### src/rtl/team_06_ctrl_fsm_if.sv
// Audio intercom controller bus.
// Carries the live audio samples, the push-to-talk level, the raw buttons
// and every status output of team_06_ctrl_fsm. The clock and reset are
// plain ports on the module and are not part of this bus.
//   master : drives mic_aud, spk_aud, ptt_en, ng_btn, effect_btn, mute_btn
//   slave  : drives state, vol_en, effect_en, current_effect, mute_tog,
//            ng_on, hang_cnt
interface team_06_ctrl_fsm_if #(
  parameter int WIDTH       = 8,
  parameter int NUM_EFFECTS = 5,
  parameter int HANG_CYCLES = 1024
);
  localparam int EW = $clog2(NUM_EFFECTS);
  localparam int HW = $clog2(HANG_CYCLES + 1);

  logic [WIDTH-1:0] mic_aud;
  logic [WIDTH-1:0] spk_aud;
  logic             ptt_en;
  logic             ng_btn;
  logic             effect_btn;
  logic             mute_btn;
  logic [1:0]       state;
  logic             vol_en;
  logic             effect_en;
  logic [EW-1:0]    current_effect;
  logic             mute_tog;
  logic             ng_on;
  logic [HW-1:0]    hang_cnt;

  modport master (
    output mic_aud, spk_aud, ptt_en, ng_btn, effect_btn, mute_btn,
    input  state, vol_en, effect_en, current_effect, mute_tog, ng_on, hang_cnt
  );

  modport slave (
    input  mic_aud, spk_aud, ptt_en, ng_btn, effect_btn, mute_btn,
    output state, vol_en, effect_en, current_effect, mute_tog, ng_on, hang_cnt
  );
endinterface

### src/rtl/team_06_ctrl_fsm.sv
// Intercom talk/listen controller with noise gate and effect selector.
// Ports:
//   clk  : single rising-edge clock
//   nrst : asynchronous active-low reset
//   bus  : team_06_ctrl_fsm_if slave (audio, ptt, buttons in; status out)
//
// state | meaning
// LIST  | listening: speaker path enabled unless muted
// TALK  | talking: effect path enabled, held by ptt or an open gate
// HANG  | gate hang time: talk held while hang_cnt runs down
module team_06_ctrl_fsm #(
  parameter int WIDTH       = 8,
  parameter int THRESH      = 64,
  parameter int NUM_EFFECTS = 5,
  parameter int DEB_CYCLES  = 16,
  parameter int HANG_CYCLES = 1024
) (
  input logic              clk,
  input logic              nrst,
  team_06_ctrl_fsm_if.slave bus
);
  localparam int EW = $clog2(NUM_EFFECTS);
  localparam int HW = $clog2(HANG_CYCLES + 1);
  localparam int DW = $clog2(DEB_CYCLES + 1);
  localparam logic [WIDTH-1:0] MID = {1'b1, {(WIDTH-1){1'b0}}};
  localparam logic [WIDTH:0]   TH  = (WIDTH+1)'(THRESH);

  typedef enum logic [1:0] {LIST = 2'd0, TALK = 2'd1, HANG = 2'd2} state_t;

  // bit 0 ng, bit 1 effect, bit 2 mute, bit 3 ptt
  logic [3:0] sync1_q, sync2_q;
  logic [2:0] lvl_q, lvl_d, press;
  logic [2:0][DW-1:0] cnt_q, cnt_d;

  logic [EW-1:0] eff_q, eff_d;
  logic          mute_q, ng_q;
  state_t        state_q, state_d;
  logic [HW-1:0] hang_q, hang_d;

  logic [WIDTH-1:0] dev;
  logic             check, spk_active, ptt, open_req;

  always_ff @(posedge clk or negedge nrst) begin
    if (!nrst) begin
      sync1_q <= '0;
      sync2_q <= '0;
      lvl_q   <= '0;
      cnt_q   <= '0;
      eff_q   <= '0;
      mute_q  <= 1'b0;
      ng_q    <= 1'b0;
      state_q <= LIST;
      hang_q  <= '0;
    end else begin
      sync1_q <= {bus.ptt_en, bus.mute_btn, bus.effect_btn, bus.ng_btn};
      sync2_q <= sync1_q;
      lvl_q   <= lvl_d;
      cnt_q   <= cnt_d;
      eff_q   <= eff_d;
      mute_q  <= mute_q ^ press[2];
      ng_q    <= ng_q ^ press[0];
      state_q <= state_d;
      hang_q  <= hang_d;
    end
  end

  // The press pulse fires in the cycle the debounced level is about to
  // rise, so the toggles land on the same edge as the new level.
  always_comb begin
    lvl_d = lvl_q;
    cnt_d = '0;
    press = '0;
    for (int i = 0; i < 3; i++) begin
      if (sync2_q[i] != lvl_q[i]) begin
        if (cnt_q[i] == DW'(DEB_CYCLES - 1)) begin
          lvl_d[i] = sync2_q[i];
          press[i] = sync2_q[i];
        end else begin
          cnt_d[i] = cnt_q[i] + 1'b1;
        end
      end
    end
  end

  always_comb begin
    eff_d = eff_q;
    if (press[1]) begin
      eff_d = (eff_q >= EW'(NUM_EFFECTS - 1)) ? '0 : eff_q + 1'b1;
    end
  end

  assign dev        = (bus.mic_aud >= MID) ? (bus.mic_aud - MID) : (MID - bus.mic_aud);
  assign check      = ({1'b0, dev} >= TH);
  assign spk_active = (bus.spk_aud != MID);
  assign ptt        = sync2_q[3];
  assign open_req   = ptt || (ng_q && check);

  always_comb begin
    state_d = state_q;
    hang_d  = '0;
    case (state_q)
      LIST: begin
        if (!spk_active && open_req) state_d = TALK;
      end
      TALK: begin
        if (spk_active)            state_d = LIST;
        else if (!ptt && !ng_q)    state_d = LIST;
        else if (!ptt && !check) begin
          state_d = HANG;
          hang_d  = HW'(HANG_CYCLES);
        end
      end
      HANG: begin
        if (spk_active)            state_d = LIST;
        else if (open_req)         state_d = TALK;
        else if (!ng_q)            state_d = LIST;
        else if (hang_q == HW'(1)) state_d = LIST;
        else begin
          hang_d = hang_q - 1'b1;
        end
      end
      default: state_d = LIST;
    endcase
  end

  assign bus.state          = state_q;
  assign bus.vol_en         = (state_q == LIST) && !mute_q;
  assign bus.effect_en      = (state_q == TALK) || (state_q == HANG);
  assign bus.current_effect = eff_q;
  assign bus.mute_tog       = mute_q;
  assign bus.ng_on          = ng_q;
  assign bus.hang_cnt       = hang_q;
endmodule
### src/flat_wrapper.sv
// flat-port wrapper written by rule: the top's interface ports become plain ports
module team_06_ctrl_fsm_flat 
#(
  parameter int WIDTH       = 8,
  parameter int THRESH      = 64,
  parameter int NUM_EFFECTS = 5,
  parameter int DEB_CYCLES  = 16,
  parameter int HANG_CYCLES = 1024
)
  (clk, nrst, bus_mic_aud, bus_spk_aud, bus_ptt_en, bus_ng_btn, bus_effect_btn, bus_mute_btn, bus_state, bus_vol_en, bus_effect_en, bus_current_effect, bus_mute_tog, bus_ng_on, bus_hang_cnt);
  team_06_ctrl_fsm_if #(.WIDTH(WIDTH), .NUM_EFFECTS(NUM_EFFECTS), .HANG_CYCLES(HANG_CYCLES)) bus_i ();
  input logic clk;
  input logic nrst;
  input wire logic [$bits(bus_i.mic_aud)-1:0] bus_mic_aud;
  input wire logic [$bits(bus_i.spk_aud)-1:0] bus_spk_aud;
  input wire logic [$bits(bus_i.ptt_en)-1:0] bus_ptt_en;
  input wire logic [$bits(bus_i.ng_btn)-1:0] bus_ng_btn;
  input wire logic [$bits(bus_i.effect_btn)-1:0] bus_effect_btn;
  input wire logic [$bits(bus_i.mute_btn)-1:0] bus_mute_btn;
  output wire logic [$bits(bus_i.state)-1:0] bus_state;
  output wire logic [$bits(bus_i.vol_en)-1:0] bus_vol_en;
  output wire logic [$bits(bus_i.effect_en)-1:0] bus_effect_en;
  output wire logic [$bits(bus_i.current_effect)-1:0] bus_current_effect;
  output wire logic [$bits(bus_i.mute_tog)-1:0] bus_mute_tog;
  output wire logic [$bits(bus_i.ng_on)-1:0] bus_ng_on;
  output wire logic [$bits(bus_i.hang_cnt)-1:0] bus_hang_cnt;
  assign bus_i.mic_aud = bus_mic_aud;
  assign bus_i.spk_aud = bus_spk_aud;
  assign bus_i.ptt_en = bus_ptt_en;
  assign bus_i.ng_btn = bus_ng_btn;
  assign bus_i.effect_btn = bus_effect_btn;
  assign bus_i.mute_btn = bus_mute_btn;
  assign bus_state = bus_i.state;
  assign bus_vol_en = bus_i.vol_en;
  assign bus_effect_en = bus_i.effect_en;
  assign bus_current_effect = bus_i.current_effect;
  assign bus_mute_tog = bus_i.mute_tog;
  assign bus_ng_on = bus_i.ng_on;
  assign bus_hang_cnt = bus_i.hang_cnt;
  team_06_ctrl_fsm #(.WIDTH(WIDTH), .THRESH(THRESH), .NUM_EFFECTS(NUM_EFFECTS), .DEB_CYCLES(DEB_CYCLES), .HANG_CYCLES(HANG_CYCLES)) u_core (.clk(clk), .nrst(nrst), .bus(bus_i));
endmodule
### config.mk
export PLATFORM = sky130hd
export DESIGN_NAME = team_06_ctrl_fsm_flat
export DESIGN_NICKNAME = d
export VERILOG_FILES = /design/src/rtl/team_06_ctrl_fsm_if.sv /design/src/rtl/team_06_ctrl_fsm.sv /design/src/flat_wrapper.sv
export SDC_FILE = /design/constraint.sdc
export NUM_CORES = 1
export LEC_CHECK = 0
export ABC_AREA = 0
export BUFFER_PORTS_ARGS = -buffer_cell sky130_fd_sc_hd__buf_2
export CAP_MARGIN = 0
export CORE_MARGIN = 4
export CORE_UTILIZATION = 40
export DETAILED_ROUTE_END_ITERATION = 8
export SYNTH_ARGS = -nofsm -noshare
export SYNTH_HDL_FRONTEND = slang
export SYNTH_SLANG_ARGS = --single-unit
### constraint.sdc
create_clock -name clk -period 2.9 [get_ports clk]
set_clock_uncertainty 0.2 [all_clocks]
set_input_delay 0.435 -clock clk [delete_from_list [all_inputs] [get_ports clk]]
set_output_delay 0.435 -clock clk [all_outputs]
set_load 0.05 [all_outputs]
Word level (Yosys, flattened, before mapping)

Cells that the tools add are included.

$add $sub $neg: 7
Order comparisons: 3
Equality and inequality tests: 13
Muxes and demuxes: 31
Bitwise operators: 2
Reductions and logical operators: 17

Operators with widths:

| operator              | count |
|---|---|
| $mux 11               | 7 |
| $mux 5                | 6 |
| $pmux 11 s2           | 1 |
| $mux 2                | 8 |
| $add 5x1->5 const B   | 3 |
| $eq 5x4->1 const B    | 3 |
| $eq 11x1->1 const B   | 1 |
| $sub 11x1->11 const B | 1 |
| $ge 8x7->1 const B    | 1 |
| $ge 8x8->1 const B    | 1 |
| $mux 8                | 1 |
| $ne 8x8->1 const B    | 1 |
| $sub 8x8->8 const A   | 1 |
| $sub 8x8->8 const B   | 1 |
| $mux 1                | 6 |
| $pmux 2 s3            | 1 |
| $reduce_and 2->1      | 3 |
| $logic_and 1x1->1     | 5 |
| $logic_not 1->1       | 5 |
| $ne 5x5->1 const B    | 1 |
| $ne 4x1->1 const B    | 1 |
| $add 3x1->3 const B   | 1 |
| $ge 3x3->1 const B    | 1 |
| $mux 3                | 1 |
| other kinds (8)       | 12 |

Bits in registers: 44

Logic depth before layout (Yosys ltp)

Word-level depth: 9
Gate-level depth with buffers: 6
Gate-level depth less buffers: 6

Worst setup path before layout

Ideal clock, no wire load.

Path type: register to output
From: reg u_core.state_q[1], in the netlist u_core.bus.state[1]
To: out bus_vol_en
Data arrival time: 1.679 ns
Required time: 2.265 ns
Setup slack: 0.586 ns
Cell stages (with the launch flop): 5
Buffers on the path: 0
Cell sequence: dfrtp_1 > inv_1 > ha_1 > inv_1 > nor2_1

Word-level cells in the longest chain between the ends: 2

Ends and longest elaborated chain:

| what                   | line                    | RTL |
|---|---|---|
| from (decl)            | team_06_ctrl_fsm.sv:37  | `state_t state_q, state_d;` |
| from (signal assigned) | team_06_ctrl_fsm.sv:62  | `state_q <= state_d;` |
| $logic_not 2->1        | team_06_ctrl_fsm.sv:127 | `assign bus.vol_en = (state_q == LIST) && !mute_q;` |
| $logic_and 1x1->1      | team_06_ctrl_fsm.sv:127 |  |
| to (decl)              | flat_wrapper.sv:21      | `output wire logic [$bits(bus_i.vol_en)-1:0] bus_vol_en;` |

Every way passes these cells.

Worst setup path in the final report

Ends and elaborated chain as after synthesis.

==> impl_metrics.toml <==
[status]
outcome = "complete, no violations"

[synthesis]
ys_warn_count = 0
synth_edf_count = 0
synth_seq_cells = 44
synthXorXnorAreaFrac_pct = 8.261
synth.cell_area_um2 = 2014
synth_cells = 175
synth_async_sr_flop_share_pct = 100.0
yosys.area_share.adder_pct = 6.832
synth_cell_types = 34
synthMuxAreaShare_pct = 1.677
yosys.area_share.simple_pct = 20.68
synth_flop_cell = "dfrtp_1"
synth_top_family_by_area = "simple AND/OR/NAND/NOR gates"
synth_compound_area_share_pct = 6.211
syn_area_per_cell_um2 = 11.51
synth_nets = 208
yosysSeqAreaShare_pct = 54.66

[setup_path]
critPathLaunchType = "flip-flop"
crit_arrival_ns = 1.50
reg2reg_to = "u_core.bus.state[1]"
endpoint = "bus_vol_en"
critPathKind = "reg -> out"
worstSetupStartpoint = "u_core.bus.state[1]"
regToRegSetupSlack_ns = 1.00
r2r_cells = 5
end_kind = "output pin"
reg2reg_from = "u_core.bus.hang_cnt[7]"
crit_required_ns = 2.27
cp_max_fo = 5

[pwr]
power.static_leakage_nw = 1.279
ir_drop_mv = 0.3559
power.density_nw_per_um2 = 458.7

[die]
die_x_um = 78.97
die_y_um = 78.97
ios = 42
start_util_pct = 42.09
dieArea_um2 = 6235
rows = 25
coreArea_um2 = 4786

[detailed_routing]
drc_errors = 0
vias_per_cell = 4.614
dr.pass1.iters = 4
wl_um = 3325
drt_iter0_drc = 76
vias = 1352
antenna_left = 0
wire_per_inst_um = 11.35

[global_routing]
grt.total_usage_pct = 11.68
grt_pass1_wl_um = 5885
grt_max_degree = 24
grt-ovfl-total = 0
antenna_found_initial = 0
grt_pass1_vias = 1337

[place]
place_ws_ns = 0.9148
dpl.cell_count = 284
dp_hpwl_um = 2533
io_buffers = 41
gp_congestion = 0.7654

[timing]
fin_crit_ns = 2.130
slew_viol_final = 0
fin_crit_sh_pct = 73.45
rsz0062_at_grt = "false"
fmax_mhz = 469.5
slew-limit-headroom_pct = 68.79
tightest_slew_ns = 0.4682
setup_viol = 0
setup_ws_ns = 0.7699
timing.setup.tns_ns = 0
finalHoldViolCount = 0

[finish]
fin_util_pct = 50.46
num-nets-final = 258
layout_commonest_cell = "dfrtp_1"
final-instance-count-excl-fill = 293
final_cell_mix = "dfrtp_1, buf_2, nor2_1"
drive_gt1_share_pct = 28.32
n_antenna_cell = 0
syn2layout_area_growth_pct = 19.88

[clock_network]
cts_sinks = 44
cts_root_buf = "clkbuf_8"
htreeDepth = 2
cts_tree = "built"
cts_buffer_depth = 2
cts_made_buffers = 5
cts_resized = 0
cts_hold_buf = 1
clock_latency_ns = 0.28
clk_pin_slew_ns = 0.08
cts_setup_buffers = 0

[worst_hold_path]
holdCritPathClass = "in -> reg"
whs_path_depth = 1

[job]
maxCapViolCount = 0
-- registers in the layout, summed over array words and instances, names as in the netlist --
signal,cells
u_core.cnt_q,15
u_core.bus.hang_cnt,11
u_core.sync1_q,4
u_core.sync2_q,4
u_core.bus.current_effect,3
u_core.lvl_q,3
u_core.bus.state,2
u_core.bus.mute_tog,1
u_core.bus.ng_on,1
-- metal layers --
| metal | global-route usage (%) | share of wire (%) |
|---|---|---|
| met2 | 18.27 | 46 |
| met1 | 15.68 | 49 |
| met4 | 3.093 | 0.81 |
| met3 | 3.741 | 4.6 |
| met5 | 0 | 0 |
-- critical path, stage by stage, from the launching register on --
cell,delay [ns]
dfrtp_1,0.44
inv_1,0.13
ha_1,0.22
inv_1,0.09
nor2_1,0.08
buf_2,0.26
-- metrics by stage --
stage,area [µm²],power [W],hold WS [ns]
after floorplan,2014,0.0006957,-0.06059
after global placement,2311,0.0007345,0.1338
after detailed placement,2311,0.0007351,0.1372
after CTS,2415,0.001126,0.03979
after global routing,2415,0.001160,0.03302
final,2415,0.001108,0.05115
-- final cells by class --
class	count	area, µm²
Clock buffer	7	86.33
Sequential cell	44	1101
Clock inverter	1	7.507
Inverter	9	33.78
Tap cell	67	83.83
Timing Repair Buffer	43	222.7
Multi-Input combinational cell	122	879.6
Fill cell	422	2371
-- power breakdown --
part	internal [W]	total [W]	switching [W]
combinational	0.0000321	0.0000797	0.0000476
sequential	0.000630	0.000642	0.0000123
clock	0.000194	0.000386	0.000192
-- worst min path at each step --
stage / startpoint / end / slack (ns)
final: bus_ptt_en / u_core.sync1_q[3] / 0.05
after global routing: bus_mute_btn / u_core.sync1_q[2] / 0.03
after CTS: bus_mute_btn / u_core.sync1_q[2] / 0.04
after detailed placement: u_core.sync1_q[0] / u_core.sync2_q[0] / 0.14
after global placement: u_core.sync1_q[3] / u_core.sync2_q[3] / 0.13
after floorplan: nrst / u_core.bus.current_effect[0] / -0.06
-- cells in the mapped netlist, drive strengths merged, types with 2 or more instances --
library cell	count	share of area (%)
ha	11	6.8
mux2	3	1.7
a21oi	4	0.99
nor4	6	3.2
inv	9	1.7
nor4b	3	1.9
nor3	4	1.5
xor2	13	5.7
xnor2	6	2.6
dfrtp	44	55
o21ai	6	1.5
and2	4	1.2
nor2	24	4.5
nand2b	2	0.62
o31ai	2	0.75
nand3b	2	0.75
nand2	12	2.4
nand3	8	2.2
and3	3	0.93
-- logic make-up (layout without fill, tap and decap cells) --
kind of cell    Yosys count  after routing
flops                    44             44
buf+inv                   9             60
simple gates             71             71
fa+ha+maj                11             11
xor+xnor                 19             19
compound gates           18             18
mux                       3              3
(Power assumes the default switching activity.)
